**config.mk**
```make
export PLATFORM = sky130hd
export DESIGN_NAME = jk_sync_counter_flat
export DESIGN_NICKNAME = d
export VERILOG_FILES = /design/src/rtl/jk_sync_counter_pkg.sv /design/src/rtl/jk_sync_counter_if.sv /design/src/rtl/jk_sync_counter_cell.sv /design/src/rtl/jk_sync_counter.sv /design/src/flat_wrapper.sv
export SDC_FILE = /design/constraint.sdc
export NUM_CORES = 1
export LEC_CHECK = 0
export CORE_MARGIN = 1.5
export CORE_UTILIZATION = 41
export CTS_BUF_LIST = sky130_fd_sc_hd__clkbuf_16
export CTS_CLUSTER_DIAMETER = 30
export DETAILED_ROUTE_END_ITERATION = 8
export GPL_ROUTABILITY_DRIVEN = 0
export PLACE_DENSITY = 0.74
export SYNTH_ARGS = -nofsm -noshare
export SYNTH_HDL_FRONTEND = slang
export SYNTH_SLANG_ARGS = --single-unit
```
**constraint.sdc**
```tcl
create_clock -name clk -period 2.08 [get_ports clk]
set_clock_uncertainty 0.1 [all_clocks]
set_input_delay 0.416 -clock clk [delete_from_list [all_inputs] [get_ports clk]]
set_output_delay 0.416 -clock clk [all_outputs]
set_load 0.1 [all_outputs]
```
**src/rtl/jk_sync_counter_pkg.sv**
```systemverilog
// Shared JK flip-flop constants and excitation helper.
//   JK_HOLD/JK_RESET/JK_SET/JK_TOGGLE : {j,k} encodings used by JK-based blocks
//   jk_excite()                      : {j,k} that moves one cell from q to nxt
package jk_sync_counter_pkg;

  localparam logic [1:0] JK_HOLD   = 2'b00;
  localparam logic [1:0] JK_RESET  = 2'b01;
  localparam logic [1:0] JK_SET    = 2'b10;
  localparam logic [1:0] JK_TOGGLE = 2'b11;

  // Excitation without toggle: set on 0->1, reset on 1->0, hold otherwise.
  function automatic logic [1:0] jk_excite(input logic q, input logic nxt);
    return {nxt & ~q, ~nxt & q};
  endfunction

endpackage

```
**src/rtl/jk_sync_counter_if.sv**
```systemverilog
// Control/status bundle for the JK modulo-N counter.
//   master : drives en, up_dn, load, din; observes q, qbar, tc, wrap, load_err
//   slave  : the counter side of the same signals
interface jk_sync_counter_if #(
  parameter int unsigned WIDTH = 4
);
  logic             en;
  logic             up_dn;
  logic             load;
  logic [WIDTH-1:0] din;
  logic [WIDTH-1:0] q;
  logic [WIDTH-1:0] qbar;
  logic             tc;
  logic             wrap;
  logic             load_err;

  modport master (
    output en, up_dn, load, din,
    input  q, qbar, tc, wrap, load_err
  );

  modport slave (
    input  en, up_dn, load, din,
    output q, qbar, tc, wrap, load_err
  );
endinterface

```
**src/rtl/jk_sync_counter_cell.sv**
```systemverilog
// Single JK flip-flop storage cell.
//   clk  : rising-edge clock
//   clr  : asynchronous active-low clear (q=0)
//   j, k : JK inputs (00 hold, 01 reset, 10 set, 11 toggle)
//   q    : stored bit
//   qbar : complement of q, valid during clear as well
module jk_ff_cell
  import jk_sync_counter_pkg::*;
(
  input  logic clk,
  input  logic clr,
  input  logic j,
  input  logic k,
  output logic q,
  output logic qbar
);

  logic q_q;

  always_ff @(posedge clk or negedge clr) begin
    if (!clr) begin
      q_q <= 1'b0;
    end else begin
      case ({j, k})
        JK_HOLD:   q_q <= q_q;
        JK_RESET:  q_q <= 1'b0;
        JK_SET:    q_q <= 1'b1;
        JK_TOGGLE: q_q <= ~q_q;
        default:   q_q <= q_q;
      endcase
    end
  end

  assign q    = q_q;
  assign qbar = ~q_q;

endmodule

```
**src/rtl/jk_sync_counter.sv**
```systemverilog
// Synchronous modulo-MODULUS up/down counter built from WIDTH JK cells.
//   clk : rising-edge clock
//   clr : asynchronous active-low clear
//   bus : slave side of jk_sync_counter_if
//         en/up_dn/load/din in; q/qbar from the cells; tc combinational;
//         wrap/load_err registered one-cycle pulses
module jk_sync_counter
  import jk_sync_counter_pkg::*;
#(
  parameter int unsigned WIDTH   = 4,
  parameter int unsigned MODULUS = 10
)(
  input  logic                clk,
  input  logic                clr,
  jk_sync_counter_if.slave    bus
);

  localparam logic [WIDTH-1:0] MAX_CNT = WIDTH'(MODULUS - 1);
  // One extra bit so MODULUS == 2**WIDTH is representable in the range check.
  localparam logic [WIDTH:0]   MOD_X   = (WIDTH + 1)'(MODULUS);

  logic [WIDTH-1:0] q_w;
  logic [WIDTH-1:0] qbar_w;
  logic [WIDTH-1:0] cnt_d;
  logic [WIDTH-1:0] j_w;
  logic [WIDTH-1:0] k_w;
  logic             tc_w;
  logic             din_oor;
  logic             wrap_d,     wrap_q;
  logic             load_err_d, load_err_q;

  assign din_oor = ({1'b0, bus.din} >= MOD_X);

  assign tc_w = bus.en & ~bus.load &
                (bus.up_dn ? (q_w == MAX_CNT) : (q_w == '0));

  always_comb begin
    cnt_d      = q_w;
    wrap_d     = 1'b0;
    load_err_d = 1'b0;
    if (bus.load) begin
      if (din_oor) begin
        cnt_d      = '0;
        load_err_d = 1'b1;
      end else begin
        cnt_d = bus.din;
      end
    end else if (bus.en) begin
      wrap_d = tc_w;
      if (bus.up_dn) begin
        // >= also sends an out-of-range count back to 0
        cnt_d = (q_w >= MAX_CNT) ? '0 : q_w + 1'b1;
      end else begin
        cnt_d = (q_w == '0) ? MAX_CNT : q_w - 1'b1;
      end
    end
  end

  // Counter state lives in the JK cells; cnt_d is only the excitation target.
  for (genvar i = 0; i < WIDTH; i++) begin : g_cell
    always_comb begin
      {j_w[i], k_w[i]} = jk_excite(q_w[i], cnt_d[i]);
    end

    jk_ff_cell u_cell (
      .clk  (clk),
      .clr  (clr),
      .j    (j_w[i]),
      .k    (k_w[i]),
      .q    (q_w[i]),
      .qbar (qbar_w[i])
    );
  end

  always_ff @(posedge clk or negedge clr) begin
    if (!clr) begin
      wrap_q     <= 1'b0;
      load_err_q <= 1'b0;
    end else begin
      wrap_q     <= wrap_d;
      load_err_q <= load_err_d;
    end
  end

  assign bus.q        = q_w;
  assign bus.qbar     = qbar_w;
  assign bus.tc       = tc_w;
  assign bus.wrap     = wrap_q;
  assign bus.load_err = load_err_q;

endmodule

```
**src/flat_wrapper.sv**
```systemverilog
// flat-port wrapper written by rule: the top's interface ports become plain ports
module jk_sync_counter_flat import jk_sync_counter_pkg::*;
#(
  parameter int unsigned WIDTH   = 4,
  parameter int unsigned MODULUS = 10
)
  (clk, clr, bus_en, bus_up_dn, bus_load, bus_din, bus_q, bus_qbar, bus_tc, bus_wrap, bus_load_err);
  jk_sync_counter_if #(.WIDTH(WIDTH)) bus_i ();
  input  logic clk;
  input  logic clr;
  input wire logic [$bits(bus_i.en)-1:0] bus_en;
  input wire logic [$bits(bus_i.up_dn)-1:0] bus_up_dn;
  input wire logic [$bits(bus_i.load)-1:0] bus_load;
  input wire logic [$bits(bus_i.din)-1:0] bus_din;
  output wire logic [$bits(bus_i.q)-1:0] bus_q;
  output wire logic [$bits(bus_i.qbar)-1:0] bus_qbar;
  output wire logic [$bits(bus_i.tc)-1:0] bus_tc;
  output wire logic [$bits(bus_i.wrap)-1:0] bus_wrap;
  output wire logic [$bits(bus_i.load_err)-1:0] bus_load_err;
  assign bus_i.en = bus_en;
  assign bus_i.up_dn = bus_up_dn;
  assign bus_i.load = bus_load;
  assign bus_i.din = bus_din;
  assign bus_q = bus_i.q;
  assign bus_qbar = bus_i.qbar;
  assign bus_tc = bus_i.tc;
  assign bus_wrap = bus_i.wrap;
  assign bus_load_err = bus_i.load_err;
  jk_sync_counter #(.WIDTH(WIDTH), .MODULUS(MODULUS)) u_core (.clk(clk), .clr(clr), .bus(bus_i));
endmodule
```
======== After elaboration in Yosys (flattened, before gate mapping) ========
Index checks and enable logic that the tools add are counted.
storage, ports and cells
  flip-flop bits (word level) ............. 6
  bits in latches ......................... 0
  RAM bits ................................ 0
  memory bits (read-only) ................. 0
  input bits .............................. 9
  output and inout port bits .............. 11
  logic and storage cells ................. 62
  memories kept ........................... 0
cells by class
  $add $sub $neg .......................... 2
  multiply operators ...................... 0
  div/mod/pow operators ................... 0
  $lt $le $gt $ge ......................... 2
  eq/ne operators ......................... 13
  shifts and indexed selects .............. 0
  multiplexer cells ....................... 15
  bitwise gates (word level) .............. 19
  reduce and logical (&&, ||, !) cells .... 5
operators with widths
  operator               number
  $mux W4                6
  $eq A2 B2 Y1 const B   8
  $pmux W1 S3            4
  $and A1 B1 Y1          10
  $not A1 Y1             9
  $eq A2 B1 Y1 const B   4
  $ge A4 B4 Y1 const B   2
  $logic_not A2 Y1       4
  $mux W1                5
  $add A4 B1 Y4 const B  1
  $eq A4 B4 Y1 const B   1
  $logic_not A4 Y1       1
  $sub A4 B1 Y4 const B  1

======== Logic depth before layout (Yosys ltp) ========
  depth in word-level cells ............... 9
  gate-level depth with buffers ........... 8
  mapped depth without buffers ............ 8

======== Hierarchy ========
A second synthesis with hierarchy kept.
second synthesis, totals
  cells, all modules ...................... 78
  area, all modules ....................... 585.6 um2
modules (own cells, without submodules)
  module           instances  cells each  area an instance (um2)
  jk_sync_counter  1          62          435.4
  jk_ff_cell       4          4           37.5

======== Worst setup path after synthesis ========
Ideal clock, no wire load.
  path type ............................... reg2out
  start ................................... register u_core.g_cell[0].u_cell.q_q
  end ..................................... output bus_tc
  arrival time ............................ 3.071 ns
  data required time ...................... 1.564 ns
  setup slack ............................. -1.507 ns
  stages on the path, launching flop included .. 6
  cells stage by stage .................... dfrtp_1 > inv_1 > ha_1 > nor3b_1 > a31oi_1 > nor3_1
between the ends
  word-level cells in the longest chain between the ends .. 3
ends and longest elaborated chain
  what                                                     line                        RTL
  from (decl)                                              jk_sync_counter_cell.sv:18  logic q_q;
  from (signal assigned)                                   jk_sync_counter_cell.sv:25  JK_HOLD: q_q <= q_q;
  from (signal assigned)                                   jk_sync_counter_cell.sv:28  JK_TOGGLE: q_q <= ~q_q;
  from (signal assigned)                                   jk_sync_counter_cell.sv:29  default: q_q <= q_q;
  $eq A4 B4 Y1 / $logic_not A4 Y1 (equally long branches)  jk_sync_counter.sv:35       (bus.up_dn ? (q_w == MAX_CNT) : (q_w == '0));
  $mux W1 *                                                jk_sync_counter.sv:35
  $and A1 B1 Y1 *                                          jk_sync_counter.sv:34       assign tc_w = bus.en & ~bus.load &
  to (decl)                                                flat_wrapper.sv:17          output wire logic [$bits(bus_i.tc)-1:0] bus_tc;
Mark *: on every way between the ends. The rest lies on a longest branch, timed or not.

======== Worst setup path after layout ========
  start ................................... register u_core.g_cell[3].u_cell.q_q
  end ..................................... output bus_tc
between the ends
  word-level cells in the longest chain between the ends .. 3
ends and longest elaborated chain
  what                                                     line
  from (decl)                                              jk_sync_counter_cell.sv:18
  from (signal assigned)                                   jk_sync_counter_cell.sv:25
  from (signal assigned)                                   jk_sync_counter_cell.sv:28
  from (signal assigned)                                   jk_sync_counter_cell.sv:29
  $eq A4 B4 Y1 / $logic_not A4 Y1 (equally long branches)  jk_sync_counter.sv:35
  $mux W1 *                                                jk_sync_counter.sv:35
  $and A1 B1 Y1 *                                          jk_sync_counter.sv:34
Marked as above.

==> summary.md <==
| Metric | Value |
|---|---|
| Status | finished with violations |
| Failing checks | negative setup slack |
| Most frequent cells after synthesis | buf_4, ha_1, dfrtp_1, nor2_1, o21ai_0 |
| Row count | 14 |
| Post-Layout Inst Area | roughly 1100 um^2 |
| WL final | roughly 1800 um |
| Tightest Pin Transition | around 320 ps |
| CTS tree | built |
| TritonCTS Sinks | 6 |
| Main flop type after synthesis | dfrtp_1 |
| Width of the die | 43.4 um |
| Hold_ws | 324 ps |
| Final WS setup | -19.1 ps |
| Max Cap Violations | 0 |
| Cts-stage hold buffer count | 0 |
| EDFF count, synth | 0 |
| Ys Warns | 0 |
| TritonCTS buffer count | 3 |
| Slew Viols, Final | 0 |
| Setup CP Type | register to primary output |
| Final core utilization | 0.735 |
| Grt ovf | 0 |
| Die H | ~43 um |
| Yosys top cell area share | 0.225 |
| Die area | 1880 um^2 |
| Met1 layer usage reported by global route | 0.260 |
| I/O pins | 20 |
| Slew headroom | 0.783 |
| #FFs+latches synth | 6 |
| # setup viols final | 1 |
| Setup WS pre-CTS | -333 ps |
| Area grow syn2layout | 67.6% |
| Mapped Area | 668 um^2 |
| Syn nets | between 90 and 100 |
| Worst-path clk slew | 40 ps |
| Met2 GRT Util | 0.361 |
| Vias in the first global route | 707 |
| Clk Latency, worst-skew pair | 230 ps |
| Hold Path Class | input port to asynchronous set/reset pin |
| Register area share after synthesis | 0.225 |
| Initial antenna violation count | 0 |
| Port Buf Inserts | 19 |
| 1st-pass router iterations | 4 |
| Grt met3 use | 0.0375 |
| Async SR Flop Fraction | 1.00 |
| Avg Cell Area, Syn | approximately 8.7 um^2 |
| Post-CTS setup buffer count | 0 |
| First-pass GRT wire length | approximately 3100 um |
| WP data arrival | roughly 1600 ps |
| CP Max Fanout | 8 |
| CP startpoint kind | register |
| GRT busiest layer | met2 |
| CTS root buffer | clkbuf_16 |
| Clock tree buffer depth | 2 |
| Final Critical Period | ~2100 ps |
| Critical path required time | between 1500 and 2000 ps |
| Setup crit end kind | primary output |
| Via Count | 665 |
| Placed Area | between 1000 and 1500 um^2 |
| Final HPWL DP | 1340 um |
| Final hold vios | 0 |
| Mapped Cells | 77 |
| Via density | roughly 5.6 |
| Period utilisation layout | 1.01 |
| Most frequent cell after synthesis | buf_4 |
| Dominant cells by area after synthesis | dfrtp_1, ha_1, buf_4, mux2_2, o21ai_0 |
| Post-DRT Antenna Nets | 0 |
| WL per Instance | approximately 15 um |
| Layout Nets | 119 |
| Residual DRC | 0 |
| Total core area | 1520 um^2 |
| Layout cell share with drive strength beyond 1 | 0.480 |
| Cell variety after synth | 29 |
| Initial Util | 0.438 |
| Initial drt markers | 13 |
| N_diodes | 0 |
| Synth area leader | dfrtp_1 |
| RSZ-0062 raised after global routing | yes |
| Largest net degree at the start of global routing | 10 |
| H-tree levels | 1 |
| Max Freq | around 480 MHz |
| GRT Resource Usage Total | 0.215 |
-- worst max-delay path, cell delays in order, from the launching register on --
cell and delay (ps):
dfrtp_2 470, buf_4 200, nor3b_4 240, a31oi_4 70, nor3_4 170, buf_12 200
-- per-stage QoR --
stage,std cells,TNS (ps)
final,118,-19.1
after global routing,118,-62.7
after detailed placement,114,-1410
after floorplan,77,-204
after CTS,118,0
after global placement,114,-1180
-- state kept, by name, summed over array words and instances (netlist names) --
signal and count:
u_core.bus.wrap 1, u_core.g_cell.u_cell.q 4, u_core.bus.load_err 1
-- cells in the final DEF, fill, tap and decap left out, types with 2 or more instances in the layout --
cell,instances
a21oi_1,2
a31oi_1,2
dfrtp_1,4
nor2_1,5
a211oi_1,2
nand2b_1,2
buf_12,9
o21ai_0,4
buf_4,17
nand2_1,2
mux2_2,4
o21ai_1,2
nand3b_1,2
clkbuf_16,3
inv_1,2
dfrtp_2,2
nor3_1,3
nand3_1,2
clkdlybuf4s50_1,6
inv_2,4
ha_4,2
ha_1,5
-- path summary, 6_finish.rpt --
| check | start | cells past startpoint | endpoint | slack (ps) |
|---|---|---|---|---|
| worst max-delay path | u_core.g_cell[3].u_cell.q | 5 | bus_tc | -20 |
| max in group asynchronous | clr | 1 | u_core.g_cell[3].u_cell.q | 1330 |
| worst min register to register | u_core.g_cell[3].u_cell.q | 1 | u_core.g_cell[3].u_cell.q | 590 |
| worst min-delay path | clr | 1 | u_core.g_cell[1].u_cell.q | 320 |
| worst max register to register | u_core.g_cell[1].u_cell.q | 8 | u_core.g_cell[3].u_cell.q | 80 |
| min in group clk | u_core.g_cell[3].u_cell.q | 1 | u_core.g_cell[3].u_cell.q | 590 |
-- timing repair --
item | in CTS | in global routing
pin swaps | 1 | 5
endpoints found under the setup margin | 5 | 3
gates resized for setup | 7 | 6
-- cell type report --
class	instances	area, um^2
sequential	6	153
fill	116	404
tap	16	20.0
inverter	5	18.8
clock inverter	1	3.75
multi-input combinational	53	468
clock buffer	3	75.1
timing repair buffer	34	382
-- kinds of logic after synthesis --
group | after synthesis | synth area share
flip-flops | 6 | 0.225
buffers and inverters | 18 | 0.185
AND/OR/NAND/NOR | 21 | 0.182
adder cells (fa/ha/maj) | 7 | 0.131
AO/OA/AOI/OAI | 21 | 0.210
multiplexers | 4 | 0.0674
-- metal layers --
metal / routed length (um) / vias to the layer above / part of all wire
met5: 0 / - / 0
met4: 36 / 0 / 0.020
met3: 97 / 4 / 0.055
met2: 876 / 27 / 0.49
met1: 761 / 311 / 0.43
li1: - / 323 / -
Power is not shown: default switching activity piles up to over one toggle a cycle in this logic, so the estimate is an artifact.
